<file path="src/rtl/psum_wb_ctrl.sv">
// Partial-sum writeback sequencer: walks column banks (inner loop) and SRAM addresses
// (outer loop), driving a one-hot bank enable, read address and writeback-valid strobe.
module psum_wb_ctrl #(
    parameter int PE_COL    = 32,
    parameter int ADDR_W    = 8,
    parameter int COL_W     = 6,
    parameter int DRAIN_LAT = 2
) (
    input  logic              CLK,
    input  logic              RST,
    input  logic              i_Start,
    input  logic [COL_W-1:0]  i_Num_Cols,
    input  logic [ADDR_W:0]   i_Num_Addr,
    input  logic [ADDR_W-1:0] i_Base_Addr,
    input  logic              i_Stall,
    output logic [PE_COL-1:0] o_Psram_En,
    output logic [ADDR_W-1:0] o_Psram_Addr,
    output logic              o_Valid_WB_Psum,
    output logic              o_Busy,
    output logic              o_Done
);

    typedef enum logic [1:0] {IDLE, ISSUE, DRAIN, DONE} state_t;

    localparam logic [COL_W-1:0] PE_COL_C = COL_W'(PE_COL);
    localparam int DRAIN_W = (DRAIN_LAT > 1) ? $clog2(DRAIN_LAT) : 1;
    localparam logic [DRAIN_W-1:0] DRAIN_LAST = DRAIN_W'(DRAIN_LAT - 1);

    state_t              state_q, state_d;
    logic [COL_W-1:0]    cols_q, cols_d, col_q, col_d;
    logic [ADDR_W:0]     num_q, num_d, aoff_q, aoff_d;
    logic [ADDR_W-1:0]   base_q, base_d, addr_q, addr_d;
    logic [DRAIN_W-1:0]  drain_q, drain_d;
    logic [PE_COL-1:0]   en_q, en_d;
    logic                valid_q, valid_d, busy_q, busy_d, done_q, done_d;

    // Read about to be issued: taken straight from the start inputs while idle,
    // from the latched configuration and counters otherwise.
    logic                in_idle;
    logic [COL_W-1:0]    eff_cols, cur_cols, cur_col;
    logic [ADDR_W:0]     cur_num, cur_aoff;
    logic [ADDR_W-1:0]   cur_base;
    logic [PE_COL-1:0]   onehot;
    logic                last_read, last_col, issue_now;

    assign in_idle   = (state_q == IDLE);
    assign eff_cols  = (i_Num_Cols > PE_COL_C) ? PE_COL_C : i_Num_Cols;
    assign cur_cols  = in_idle ? eff_cols    : cols_q;
    assign cur_num   = in_idle ? i_Num_Addr  : num_q;
    assign cur_base  = in_idle ? i_Base_Addr : base_q;
    assign cur_col   = in_idle ? '0          : col_q;
    assign cur_aoff  = in_idle ? '0          : aoff_q;
    assign last_col  = (cur_col == cur_cols - 1'b1);
    assign last_read = last_col && (cur_aoff == cur_num - 1'b1);

    for (genvar gi = 0; gi < PE_COL; gi++) begin : g_onehot
        assign onehot[gi] = (cur_col == COL_W'(gi));
    end

    always_comb begin
        state_d   = state_q;
        cols_d    = cols_q;
        num_d     = num_q;
        base_d    = base_q;
        col_d     = col_q;
        aoff_d    = aoff_q;
        drain_d   = drain_q;
        en_d      = '0;
        addr_d    = addr_q;
        valid_d   = 1'b0;
        busy_d    = busy_q;
        done_d    = 1'b0;
        issue_now = 1'b0;

        case (state_q)
            IDLE: begin
                busy_d = 1'b0;
                if (i_Start) begin
                    cols_d = eff_cols;
                    num_d  = i_Num_Addr;
                    base_d = i_Base_Addr;
                    busy_d = 1'b1;
                    if (eff_cols == '0 || i_Num_Addr == '0) begin
                        state_d = DONE;
                        done_d  = 1'b1;
                    end else begin
                        issue_now = 1'b1;
                    end
                end
            end
            ISSUE: issue_now = !i_Stall;
            DRAIN: begin
                if (drain_q == DRAIN_LAST) begin
                    state_d = DONE;
                    done_d  = 1'b1;
                end else begin
                    drain_d = drain_q + 1'b1;
                end
            end
            DONE: begin
                state_d = IDLE;
                busy_d  = 1'b0;
            end
            default: state_d = IDLE;
        endcase

        if (issue_now) begin
            en_d    = onehot;
            addr_d  = cur_base + cur_aoff[ADDR_W-1:0];
            valid_d = 1'b1;
            if (last_read) begin
                state_d = DRAIN;
                drain_d = '0;
                col_d   = '0;
                aoff_d  = '0;
            end else begin
                state_d = ISSUE;
                col_d   = last_col ? '0 : cur_col + 1'b1;
                aoff_d  = last_col ? cur_aoff + 1'b1 : cur_aoff;
            end
        end
    end

    always_ff @(posedge CLK) begin
        if (RST) begin
            state_q <= IDLE;
            cols_q  <= '0;
            num_q   <= '0;
            base_q  <= '0;
            col_q   <= '0;
            aoff_q  <= '0;
            drain_q <= '0;
            en_q    <= '0;
            addr_q  <= '0;
            valid_q <= 1'b0;
            busy_q  <= 1'b0;
            done_q  <= 1'b0;
        end else begin
            state_q <= state_d;
            cols_q  <= cols_d;
            num_q   <= num_d;
            base_q  <= base_d;
            col_q   <= col_d;
            aoff_q  <= aoff_d;
            drain_q <= drain_d;
            en_q    <= en_d;
            addr_q  <= addr_d;
            valid_q <= valid_d;
            busy_q  <= busy_d;
            done_q  <= done_d;
        end
    end

    assign o_Psram_En      = en_q;
    assign o_Psram_Addr    = addr_q;
    assign o_Valid_WB_Psum = valid_q;
    assign o_Busy          = busy_q;
    assign o_Done          = done_q;

    // The writeback stage OR-reduces the banks, so at most one may be enabled.
    a_en_onehot0: assert property (@(posedge CLK) disable iff (RST) $onehot0(o_Psram_En));

endmodule

</file>
<file path="config.mk">
export PLATFORM = sky130hd
export DESIGN_NAME = psum_wb_ctrl
export DESIGN_NICKNAME = d
export VERILOG_FILES = /design/src/rtl/psum_wb_ctrl.sv
export SDC_FILE = /design/constraint.sdc
export NUM_CORES = 1
export LEC_CHECK = 0
export ABC_AREA = 1
export BUFFER_PORTS_ARGS = -buffer_cell sky130_fd_sc_hd__buf_4
export CAP_MARGIN = 20
export CORE_UTILIZATION = 30
export CTS_BUF_LIST = sky130_fd_sc_hd__clkbuf_2 sky130_fd_sc_hd__clkbuf_4 sky130_fd_sc_hd__clkbuf_8
export DETAILED_ROUTE_END_ITERATION = 8
export GPL_ROUTABILITY_DRIVEN = 0
export SLEW_MARGIN = 20
export SYNTH_ARGS = -nofsm -noshare
export SYNTH_HDL_FRONTEND = slang
export SYNTH_SLANG_ARGS = --single-unit
</file>
<file path="constraint.sdc">
create_clock -name CLK -period 2.4 [get_ports CLK]
set_input_delay 0.48 -clock CLK [delete_from_list [all_inputs] [get_ports CLK]]
set_output_delay 0.48 -clock CLK [all_outputs]
set_load 0.05 [all_outputs]
</file>
# --- Word level (Yosys, flattened, before mapping) ---
# Cells that the tools add are included.
classes:
  n_addsub: 6
  order_cmp: 1
  eq_ne: 39
  n_mux: 30
  bitwise: 1
  n_reduce_logical: 12
op_table:
  columns: ["op", "n"]
  rows:
  - ["$eq A6 B5 Y1 const B", 16]
  - ["$eq A6 B4 Y1 const B", 8]
  - ["$mux W9", 4]
  - ["$mux W6", 5]
  - ["$eq A6 B3 Y1 const B", 4]
  - ["$eq A6 B2 Y1 const B", 2]
  - ["$logic_not A6 Y1", 2]
  - ["$mux W1", 11]
  - ["$mux W2", 5]
  - ["$add A9 B1 Y9 const B", 1]
  - ["$eq A9 B9 Y1", 1]
  - ["$logic_not A9 Y1", 1]
  - ["$sub A9 B1 Y9 const B", 1]
  - ["$add A8 B8 Y8", 1]
  - ["$mux W8", 1]
  - ["$add A6 B1 Y6 const B", 1]
  - ["$eq A6 B1 Y1 const B", 1]
  - ["$eq A6 B6 Y1", 1]
  - ["$gt A6 B6 Y1 const B", 1]
  - ["$pmux W1 S2", 3]
  - ["$pmux W2 S3", 1]
  - ["$sub A6 B1 Y6 const B", 1]
  - ["$eq A2 B2 Y1 const B", 2]
  - ["$reduce_and A4 Y1", 1]
  - ["other kinds (14)", 14]
word_totals:
  regBits: 84
  input_bits: 27
  word_cells: 101

# --- Longest topological paths before layout ---
logic_depth:
  depth_word: 9
  depth_mapped: 24
  ltp_nobuf: 22

# --- Least setup slack after synthesis ---
# Ideal clock, no wire load.
synth_timing:
  path_kind: "register to register"
  from: "reg state_q[0]"
  to: "reg drain_q"
  setup_time_ns: 0.109
  arrival_ns: 2.503
  t_required_ns: 2.291
  setup_slack_ns: -0.212
  path_stages_with_launch: 23
  path_buffers: 2
  cell_sequence: "dfxtp_1 inv_1 ha_1 buf_6 inv_4 buf_6 nand2_2 nand2_1 inv_2 ha_1 inv_1 nand3_1 nand2_1 nand3_1 nor2_1 nand3_2 nor2_4 nand2_4 nor2_4 nand2_2 nor2_2 or2_1 inv_1"
synth_via:
  elab_chain_len: 7
  word_cells_on_any_way: 16
  cone_classes: "add/sub: 2; eq/ne: 4; mux: 8; reduce/logical: 2"
synth_rtl:
  columns: ["item", "line_no", "rtl"]
  rows:
  - ["start, declared", "29", "state_t state_q, state_d;"]
  - ["start signal, assigned", "139", "state_q <= state_d;"]
  - ["$logic_not A2 Y1", "46, 75", null]
  - ["$mux W9 / $mux W6 (equally long branches)", "49, 48", null]
  - ["$sub A9 B1 Y9 / $sub A6 B1 Y6 (equally long branches)", "54, 53", null]
  - ["$eq A9 B9 Y1 / $eq A6 B6 Y1 (equally long branches)", "54, 53", null]
  - ["$logic_and A1 B1 Y1", "54", "assign last_read = last_col && (cur_aoff == cur_num - 1'b1);"]
  - ["$mux W1", "111", "if (last_read) begin"]
  - ["$mux W1 *", "107", "if (issue_now) begin"]
  - ["end signal, assigned", "145", "drain_q <= drain_d;"]
  - ["end, declared", "33", "logic [DRAIN_W-1:0] drain_q, drain_d;"]
# Every way passes the cells marked *; elsewhere a longest branch is shown, timed or not.
# A chain may end at the register's enable or synchronous reset.

# --- Worst setup path in the final report ---
layout_timing:
  from: "reg state_q[0]"
  to: "reg addr_q[6], in the netlist o_Psram_Addr[6]"
layout_via:
  elab_chain_len: 3
  word_cells_on_any_way: 6
  cone_classes: "add/sub: 1; eq/ne: 1; mux: 3; reduce/logical: 1"
layout_rtl:
  columns: ["item", "line_no", "rtl"]
  rows:
  - ["$logic_not A2 Y1", "46, 75", null]
  - ["$mux W8 / $mux W9 (equally long branches)", "50, 52", null]
  - ["$add A8 B8 Y8", "109", "addr_d = cur_base + cur_aoff[ADDR_W-1:0];"]
  - ["end signal, assigned", "147", "addr_q <= addr_d;"]
  - ["end, declared", "32", "logic [ADDR_W-1:0] base_q, base_d, addr_q, addr_d;"]
# Several ways; a longest one is shown, not always the timed one.

==> impl_metrics.toml <==
[run_status]
run_status = "finished with violations"
failed_checks = "negative setup slack"

[sta]
relSlewSlack_pct = 71.6
tns_ns = -0.0573
fmax_mhz = 407
finalHoldViolations = 0
skew_ns = 0.0158
min_period_ns = 2.46
slew_violations = 0
setup_viol = 1
rsz0062_at_grt = "true"
post-route-worst-setup-slack_ns = -0.0573
min_period_over_period_pct = 102
tightest_slew_ns = 0.421
holdWs_ns = 0.347

[logic_synthesis]
ys.flop_type = "dfxtp_1"
synth_area_per_cell_sq_um = 6.79
syn-instance-count = 653
synthDistinctLibCells = 40
yosys_register_bits = 84
synth_fp_nets = 699
syn-cell-area_sq_um = 4430
yosysSeqAreaShare_pct = 37.9
synth_edf_count = 0
async_flop_share_pct = 0
ys_warn_count = 0

[floorplanning]
die_area_sq_um = 15300
die-width_um = 124
die_height_um = 124
start_util_pct = 30.6
rows = 44
ios = 70
core_sq_um = 14500

[detailed_routing]
drc = 0
postRouteAntennaNets = 0
drtIter0Drc = 269
dr.max_layer_used = "met4"
via_per_inst = 4.57
wl_met2_um = 5480
vias = 4369
drt-total-wl_um = 12100
post_drt_wl_per_cell_um = 12.7
wirelength_met1_um = 5780
drt_pass1_iterations = 5
wl_met3_um = 745

[worst_setup_path]
worstSetupEndpointType = "flop"
worst_ep_arrival_time_ns = 2.73
required_ns = 2.67
start_kind = "flop"
crit_type = "reg -> reg"
critPathMaxFanout = 10

[global_routing]
globalRouteOverflowTotal = 0
grt_pass1_wl_um = 19700
grt_max_degree = 31
grt_pass1_vias = 4074
grt.total_usage_pct = 17.1
antenna_found_initial = 0

[final_layout]
area_growth_pct = 35.5
diodes = 0
drive_gt1_share_pct = 25.8
fillers = 1503
nNetsFinal = 813

[clocking]
hold_buffers = 0
cts_buffers = 9
cts_max_level = 3
clkLatencyLatePin_ns = 0.39
clkSinkCount = 84
cts_root_buf = "clkbuf_8"
cts_tree = "built"
clk_pin_slew_worst_paths_ns = 0.10
cts_max_path_buffers = 2

[min_path]
hp-class = "in -> reg"

[power_and_ir_drop]
leakage_nw = 2.74
powerDensity_nw_per_um2 = 1120
ir_worst_vdd_uv = 651

[placed_design]
port_buffers = 69
hpwl_um = 9110

[job]
drv_cap = 0
## layout by cell type (no fill, tap or decap), types with 3 or more instances in the layout
cell type  count
nand2_1      196
buf_4        115
dfxtp_1       82
nor2_1        67
inv_1         65
nand3_1       35
o21ai_0       33
a21oi_1       30
ha_1          11
xor2_1        10
nor2_2         9
inv_2          9
o21ai_1        9
clkbuf_8       9
nand4_1        8
nand2_2        6
nor2_4         6
ha_4           6
nand3_2        5
nand2_4        5
nor3_1         5
or2_1          4
xnor2_1        4
inv_6          4
o22ai_1        3
buf_12         3
## worst paths after layout
path                      startpoint                           end  slack (ns)  cells past startpoint
max          state_q[0]$_SDFFE_PP0P_  o_Psram_Addr[6]$_SDFFE_PP0N_       -0.06                     13
min reg2reg    num_q[5]$_SDFFE_PP0P_         num_q[5]$_SDFFE_PP0P_        0.46                      2
min                   i_Base_Addr[0]        base_q[0]$_SDFFE_PP0P_        0.35                      3
max reg2reg  state_q[0]$_SDFFE_PP0P_  o_Psram_Addr[6]$_SDFFE_PP0N_       -0.06                     13
## worst max-delay path: stages, from the launching register on
cell     delay (ns)
dfxtp_2        0.34
inv_2          0.05
ha_4           0.20
buf_4          0.17
buf_16         0.15
nand2_1        0.06
nand2_1        0.07
ha_2           0.19
fa_2           0.42
a31oi_4        0.22
o21ai_2        0.09
a21oi_2        0.15
xor2_1         0.17
a21oi_1        0.08
## Yosys cell counts, types with 2 or more instances
master,n,area [sq um]
nor2_1,70,263
nand3_2,3,30.0
buf_2,5,25.0
inv_1,70,263
a22o_1,2,17.5
xnor2_1,4,35.0
nand3_1,39,195
a21oi_1,33,165
nand2_2,8,50.1
xor2_1,10,87.6
nand4_1,8,50.1
nor2_2,10,62.6
o21ai_1,7,35.0
clkbuf_1,7,26.3
o22ai_1,3,18.8
nand2_1,199,747
buf_6,4,45.0
inv_2,4,15.0
nor3_1,6,30.0
or2_1,4,25.0
dfxtp_1,84,1680
o21ai_0,37,185
nor2_4,2,22.5
ha_1,18,225
## kinds of logic after synthesis
family	synth area share (%)
AOI/OAI and AO/OA	11.1
xor gates and xnor gates	2.77
adders and majority gates	5.53
buffers and inverters	8.78
DFF	37.9
and+or+nand+nor	33.9
## per-stage QoR
step                setup slack, ns  instances  power (mW)  util [%]  cell area, sq um
floorplan                  -0.00814        653        4.07         -              4480
global placement            -0.0115        931        5.01      37.7              5460
detailed placement          -0.0993        931        5.03      37.7              5460
CTS                        -0.00554        951        6.51      40.1              5800
global route                 -0.163        956        7.27      41.5              6000
finish                      -0.0573        956        6.74      41.5              6000
## final cells by class
class                      instances  area, sq um  share of cell area (%)
multi-input combinational        476         2600                    43.3
clock buffer                       9          124                    2.06
timing repair buffer             120          962                    16.0
clock inverter                     7          104                    1.73
sequential                        84         1680                    28.1
inverter                          76          300                    5.00
tap                              184          230                    3.83
## registers in the layout, indices dropped and copies added (netlist names)
signal           cells
o_Busy               1
base_q               8
o_Psram_Addr         8
state_q              2
o_Psram_En          32
o_Done               1
drain_q              1
aoff_q               9
col_q                6
o_Valid_WB_Psum      1
num_q                9
cols_q               6
## repair_timing
item | 4_1_cts | 5_1_grt
resized for setup | 10 | 36
setup endpoints to repair | 12 | 36
pin swaps | 7 | 24
setup buffers | 3 | 5
cloned | 1 | 0
## report_power, final
part           internal [mW]  switching, mW  leakage, nW
registers               1.59         0.0969        0.684
logic                   1.53           2.33         1.94
clock network          0.602          0.578        0.115
total                   3.73           3.01         2.74
## metal layers
layer,track usage (%),vias up
met1,21.6,1940
li1,-,2307
met4,6.48,0
met5,0,-
met2,27.7,111
met3,4.43,11
(Power assumes the default switching activity.)
